## config.mk

```make
export PLATFORM = sky130hd
export DESIGN_NAME = axis_stereo_depacketizer
export DESIGN_NICKNAME = d
export VERILOG_FILES = /design/src/rtl/axis_stereo_depacketizer.sv
export SDC_FILE = /design/constraint.sdc
export NUM_CORES = 1
export LEC_CHECK = 0
export BUFFER_PORTS_ARGS = -buffer_cell sky130_fd_sc_hd__buf_4
export CORE_MARGIN = 4
export CORE_UTILIZATION = 35
export DETAILED_ROUTE_END_ITERATION = 10
export PLACE_DENSITY = 0.57
export SETUP_SLACK_MARGIN = 0.15
export SYNTH_ARGS = -nofsm -noshare
export SYNTH_HDL_FRONTEND = slang
export SYNTH_SLANG_ARGS = --single-unit
```

## constraint.sdc

```tcl
create_clock -name axis_clk -period 3.1 [get_ports axis_clk]
set_input_delay 0 -clock axis_clk [delete_from_list [all_inputs] [get_ports axis_clk]]
set_output_delay 0 -clock axis_clk [all_outputs]
set_load 0.005 [all_outputs]
```

## src/rtl/axis_stereo_depacketizer.sv

```systemverilog
// -----------------------------------------------------------------------------
// axis_stereo_depacketizer
//
// Purpose:
//   Accepts the 2-word stereo packets produced by the I2S receive controller
//   (left word first, right word flagged with last, 24-bit sample in [23:0]),
//   sign-extends each sample to OUT_W bits and queues the resulting L/R pairs
//   in a small FIFO. The consumer sees one parallel valid/ready interface.
//   The input side never stalls: when the FIFO is full a completed pair is
//   dropped and counted instead, so the source never tears a frame.
//   Framing violations (a last on the first word, or a missing last on the
//   second word) raise a one-cycle frame_err pulse.
//
// Ports:
//   axis_clk      in   system clock
//   axis_resetn   in   asynchronous active-low reset
//   s_axis_data   in   packet word, [23:0] = sample, [31:24] ignored
//   s_axis_valid  in   word valid
//   s_axis_ready  out  word accepted when valid && ready (1 after reset)
//   s_axis_last   in   marks the right-channel (second) word
//   m_sample_l    out  left sample, two's complement, OUT_W bits
//   m_sample_r    out  right sample, two's complement, OUT_W bits
//   m_valid       out  a pair is available at the FIFO head
//   m_ready       in   consumer accepts the head pair
//   fifo_level    out  number of stored pairs
//   frame_err     out  one-cycle pulse after an offending beat
//   drop_count    out  saturating count of pairs dropped on a full FIFO
// -----------------------------------------------------------------------------
module axis_stereo_depacketizer #(
    parameter int OUT_W      = 32,
    parameter int FIFO_DEPTH = 4
) (
    input  logic                          axis_clk,
    input  logic                          axis_resetn,
    input  logic [31:0]                   s_axis_data,
    input  logic                          s_axis_valid,
    output logic                          s_axis_ready,
    input  logic                          s_axis_last,
    output logic [OUT_W-1:0]              m_sample_l,
    output logic [OUT_W-1:0]              m_sample_r,
    output logic                          m_valid,
    input  logic                          m_ready,
    output logic [$clog2(FIFO_DEPTH):0]   fifo_level,
    output logic                          frame_err,
    output logic [15:0]                   drop_count
);

    localparam int PTR_W = $clog2(FIFO_DEPTH);
    localparam int LVL_W = PTR_W + 1;
    localparam int PAIR_W = 2 * OUT_W;

    typedef enum logic {
        WAIT_L = 1'b0,
        WAIT_R = 1'b1
    } state_t;

    // Sign-extend a 24-bit sample from bit 23 up to OUT_W bits.
    function automatic logic [OUT_W-1:0] sext(input logic [23:0] s);
        logic [OUT_W-1:0] r;
        r = '0;
        r[23:0] = s;
        for (int i = 24; i < OUT_W; i++) begin
            r[i] = s[23];
        end
        return r;
    endfunction

    // Increment that sticks at all-ones instead of wrapping.
    function automatic logic [15:0] sat_inc(input logic [15:0] v);
        return (v == 16'hFFFF) ? v : v + 16'd1;
    endfunction

    // Upper data byte carries nothing for this block.
    logic unused_data_hi;
    assign unused_data_hi = &{1'b0, s_axis_data[31:24]};

    // -------------------------------------------------------------------------
    // Input framing FSM
    // -------------------------------------------------------------------------
    state_t            state_q, state_d;
    logic [OUT_W-1:0]  hold_l_q, hold_l_d;
    logic              ready_q;
    logic              frame_err_q, frame_err_d;
    logic              beat;
    logic [OUT_W-1:0]  in_sext;
    logic              pair_vld;
    logic [PAIR_W-1:0] pair_data;

    assign beat      = s_axis_valid && ready_q;
    assign in_sext   = sext(s_axis_data[23:0]);
    assign pair_data = {hold_l_q, in_sext};

    always_comb begin
        state_d     = state_q;
        hold_l_d    = hold_l_q;
        pair_vld    = 1'b0;
        frame_err_d = 1'b0;
        if (beat) begin
            case (state_q)
                WAIT_L: begin
                    if (s_axis_last) begin
                        // A right word with no left before it is discarded.
                        frame_err_d = 1'b1;
                    end else begin
                        hold_l_d = in_sext;
                        state_d  = WAIT_R;
                    end
                end
                WAIT_R: begin
                    if (s_axis_last) begin
                        pair_vld = 1'b1;
                        state_d  = WAIT_L;
                    end else begin
                        // Missing last: the newest word becomes the left sample.
                        frame_err_d = 1'b1;
                        hold_l_d    = in_sext;
                    end
                end
                default: state_d = WAIT_L;
            endcase
        end
    end

    // -------------------------------------------------------------------------
    // Pair FIFO
    // -------------------------------------------------------------------------
    logic [PAIR_W-1:0] mem [FIFO_DEPTH];
    logic [PTR_W-1:0]  wr_ptr_q, wr_ptr_d;
    logic [PTR_W-1:0]  rd_ptr_q, rd_ptr_d;
    logic [LVL_W-1:0]  level_q, level_d;
    logic [15:0]       drop_q, drop_d;
    logic              full, empty, push, pop, drop;
    logic [PAIR_W-1:0] head;

    assign full  = (level_q == LVL_W'(FIFO_DEPTH));
    assign empty = (level_q == '0);
    assign pop   = !empty && m_ready;
    // A pop on the same edge frees the slot, so a full FIFO can still accept.
    assign push  = pair_vld && (!full || pop);
    assign drop  = pair_vld && !push;

    always_comb begin
        wr_ptr_d = wr_ptr_q;
        rd_ptr_d = rd_ptr_q;
        level_d  = level_q;
        drop_d   = drop_q;
        if (push) begin
            wr_ptr_d = wr_ptr_q + PTR_W'(1);
        end
        if (pop) begin
            rd_ptr_d = rd_ptr_q + PTR_W'(1);
        end
        case ({push, pop})
            2'b10:   level_d = level_q + LVL_W'(1);
            2'b01:   level_d = level_q - LVL_W'(1);
            default: level_d = level_q;
        endcase
        if (drop) begin
            drop_d = sat_inc(drop_q);
        end
    end

    always_ff @(posedge axis_clk or negedge axis_resetn) begin
        if (!axis_resetn) begin
            state_q     <= WAIT_L;
            hold_l_q    <= '0;
            ready_q     <= 1'b0;
            frame_err_q <= 1'b0;
            wr_ptr_q    <= '0;
            rd_ptr_q    <= '0;
            level_q     <= '0;
            drop_q      <= '0;
        end else begin
            state_q     <= state_d;
            hold_l_q    <= hold_l_d;
            ready_q     <= 1'b1;
            frame_err_q <= frame_err_d;
            wr_ptr_q    <= wr_ptr_d;
            rd_ptr_q    <= rd_ptr_d;
            level_q     <= level_d;
            drop_q      <= drop_d;
        end
    end

    // Storage holds data only; its contents are qualified by the level.
    always_ff @(posedge axis_clk) begin
        if (push) begin
            mem[wr_ptr_q] <= pair_data;
        end
    end

    // -------------------------------------------------------------------------
    // Outputs
    // -------------------------------------------------------------------------
    assign head         = mem[rd_ptr_q];
    // Samples read as zero whenever nothing valid is at the head (incl. reset).
    assign m_sample_l   = empty ? '0 : head[PAIR_W-1:OUT_W];
    assign m_sample_r   = empty ? '0 : head[OUT_W-1:0];
    assign m_valid      = !empty;
    assign s_axis_ready = ready_q;
    assign fifo_level   = level_q;
    assign frame_err    = frame_err_q;
    assign drop_count   = drop_q;

endmodule

```

==> summary.md <==
| Metric | Value |
|---|---|
| Post-DP Area | 0.0108 mm2 |
| CTS sink cnt | 242 |
| Ranking of synthesized cells by area | edfxtp_1 60%, dfrtp_1 13%, mux4_2 11% |
| P&R area growth vs syn | 24.8% |
| Routed vias | 4971 |
| Vias in the first global route | 5437 |
| WS Path Type | reg2out |
| Synth top cells by count | 192 x edfxtp_1, 52 x and2_1, 50 x dfrtp_1 |
| Sw Ratio | 0.264 |
| Leak | 4.44 nW |
| Grt met3 use | 0.0292 |
| RSZ-0062 raised after global routing | no |
| Clock tree buffer depth | 3 |
| Initial Util | 0.356 |
| Busiest metal layer after global routing | met2 |
| Max Freq | 395 MHz |
| Num rows | 60 |
| # diodes | 0 |
| Clk slew on worst S/H paths | 0.06 ns |
| First-pass GRT wire length | 31.1 mm |
| Wire length per cell | 19.4 um |
| Total power | 10.1 mW |
| Yosys top cell by area | edfxtp_1 |
| Detail Route Antenna Nets | 0 |
| Share of power burned in registers | 0.400 |
| Total negative setup slack | 0 ns |
| Largest net degree at the start of global routing | 54 |
| CP max FO | 27 |
| Postcts setup bufs | 0 |
| Max-slew violations | 0 |
| CP Data Arrival Time | 2.53 ns |
| CP Capture Type | output port |
| Root buf cell | clkbuf_16 |
| Syn Inst Count | 506 |
| Final WL | 19.6 mm |
| Via density | 4.93 |
| Fin util | 0.444 |
| GRT Residual Overflow | 0 |
| Die Y | 174 um |
| Routability cong. | 0.840 |
| Finished Cell Area | 0.0120 mm2 |
| Ys Warns | 0 |
| Outcome | completed |
| Initial detailed-routing violation count | 282 |
| Top-count cell post-synth | edfxtp_1 |
| Die Area | 0.0302 mm2 |
| HPWL Detailed | 11.5 mm |
| Hold WC Path Type | in2async |
| Clock share of power | 0.317 |
| Worst-skew pair later-pin latency | 0.53 ns |
| Final Cycle Share | 0.816 |
| Flops & latches, synth | 242 |
| Pwr Density | 838 mW/mm2 |
| Number of synthesized flops with an enable pin | 192 |
| H-tree levels | 1 |
| Residual DRC | 0 |
| Netlist area before placement | 0.00962 mm2 |
| Sw Pwr | 2.66 mW |
| Area of the core | 0.0270 mm2 |
| Clock Skew | 0.0215 ns |
| Initial antenna violation count | 0 |
| Reg2Reg Depth | 5 |
| Final hold slack | 0.0866 ns |
| Mean post-synth cell area | 19.0 um2 |
| Die Width | 174 um |
| Total nets after synthesis | 550 |
| Pre-antenna DRT Iters | 4 |
| Final setup violation count | 0 |
| Buffers added on ports | 114 |
| P_int | 7.40 mW |
| Comb pwr share | 0.283 |
| Register area share after synthesis | 0.730 |
| Tot GR Track Use | 0.129 |
| Relative slew slack | 0.449 |
| Crit start category | flip-flop |
| Asr flop ratio synth | 0.207 |
| Fill cell count | 2318 |
| WP data required | 3.10 ns |
| VDD IR max | 0.000310 V |
| Tightest Pin Transition | 0.826 ns |
| TritonCTS buffer count | 26 |
| # IOs | 123 |
| Tmin final | 2.53 ns |
| Top-area cell type share of the netlist area | 0.599 |
| Netlist cell types | 38 |
| Met1 GRT Util | 0.163 |
| Layout cells sized above 1 | 0.370 |
| PostCTS Resize Cnt | 0 |
| CTS tree | built |
| Synth Flop Type | edfxtp_1 |
| Fin. Hold Viols | 0 |
| Fin nets | 691 |
| Max cap viols | 0 |
| Global routing usage on met2 | 0.227 |
-- cells in the final DEF, fill, tap and decap left out, types with 5 or more instances in the layout --
master / Yosys / final
nand2_1: 13 / 13
mux4_2: 48 / 48
xor2_1: 14 / 14
buf_4: 17 / 119
buf_12: 0 / 5
nor3_1: 7 / 7
dfrtp_1: 50 / 48
clkbuf_1: 12 / 8
edfxtp_1: 192 / 192
a21oi_1: 5 / 5
xnor2_1: 5 / 5
inv_1: 5 / 5
nand3_1: 9 / 9
ha_1: 6 / 6
mux2_2: 25 / 25
dlygate4sd3_1: 0 / 28
and2_1: 52 / 48
clkbuf_16: 0 / 26
-- worst paths after layout --
| path | start | to | slack, ns |
|---|---|---|---|
| worst max-delay path | rd_ptr_q[0]$_DFFE_PN0P_ | m_sample_l[14] | 0.57 |
| worst min-delay path | axis_resetn | drop_count[3]$_DFFE_PN0P_ | 0.09 |
| worst max register to register | state_q$_DFFE_PN0P_ | mem[0][49]$_DFFE_PP_ | 0.73 |
| worst min register to register | state_q$_DFFE_PN0P_ | state_q$_DFFE_PN0P_ | 0.49 |
| max in group asynchronous | axis_resetn | rd_ptr_q[0]$_DFFE_PN0P_ | 2.45 |
| min in group axis_clk | s_axis_data[3] | mem[2][3]$_DFFE_PP_ | 0.23 |
-- power by group through the flow --
stage                     clock network [mW]  registers (mW)  logic, mW
after floorplan                            0            3.91       1.81
after global placement                     0            4.07       2.90
after detailed placement                   0            4.10       2.91
after CTS                               3.27            4.03       2.95
after global routing                    3.42            4.07       3.14
final                                   3.19            4.02       2.85
-- worst max-delay path: stages, from the launching register on --
cell and delay, ns:
dfrtp_4 0.80, buf_4 0.34, mux4_2 0.54, and2_1 0.19
buf_4 0.14
-- through the flow --
stage	cells	setup WS (ns)
finish	1008	0.571
floorplan	506	0.474
CTS	1008	0.481
detailed placement	932	0.687
global placement	932	0.767
global route	1008	0.378
-- registers in the layout (all words and copies together), names as in the netlist --
signal	cells
mem	192
hold_l_q	24
drop_count	16
fifo_level	3
rd_ptr_q	2
wr_ptr_q	2
frame_err	1
s_axis_ready	1
state_q	1
-- logic make-up after synthesis --
family	after synthesis	synth area share
XOR/XNOR	19	0.0173
buffers and inverters	44	0.0248
flip-flops	242	0.730
other	1	0.000390
AO/OA/AOI/OAI	13	0.00846
adder cells (fa/ha/maj)	7	0.00989
AND/OR/NAND/NOR	106	0.0669
multiplexers	74	0.143
-- final cells by class --
cell class | count | area (um2) | area share
inverter | 5 | 18.8 | 0.00156
timing repair buffer | 152 | 1270 | 0.106
tap | 341 | 427 | 0.0355
clock buffer | 38 | 736 | 0.0613
sequential | 242 | 7020 | 0.585
multi-input combinational | 220 | 2370 | 0.197
clock inverter | 10 | 163 | 0.0135
-- metal layers --
layer  wire (um)  share of wire
met5           0              0
met4         488          0.025
met3         985          0.050
met2       10000           0.51
met1        8130           0.41
-- repair_timing --
item                       CTS  global route
setup endpoints to repair    0             0
hold endpoints to repair   178             0
hold buffers                28             0
(Power assumes the default switching activity.)
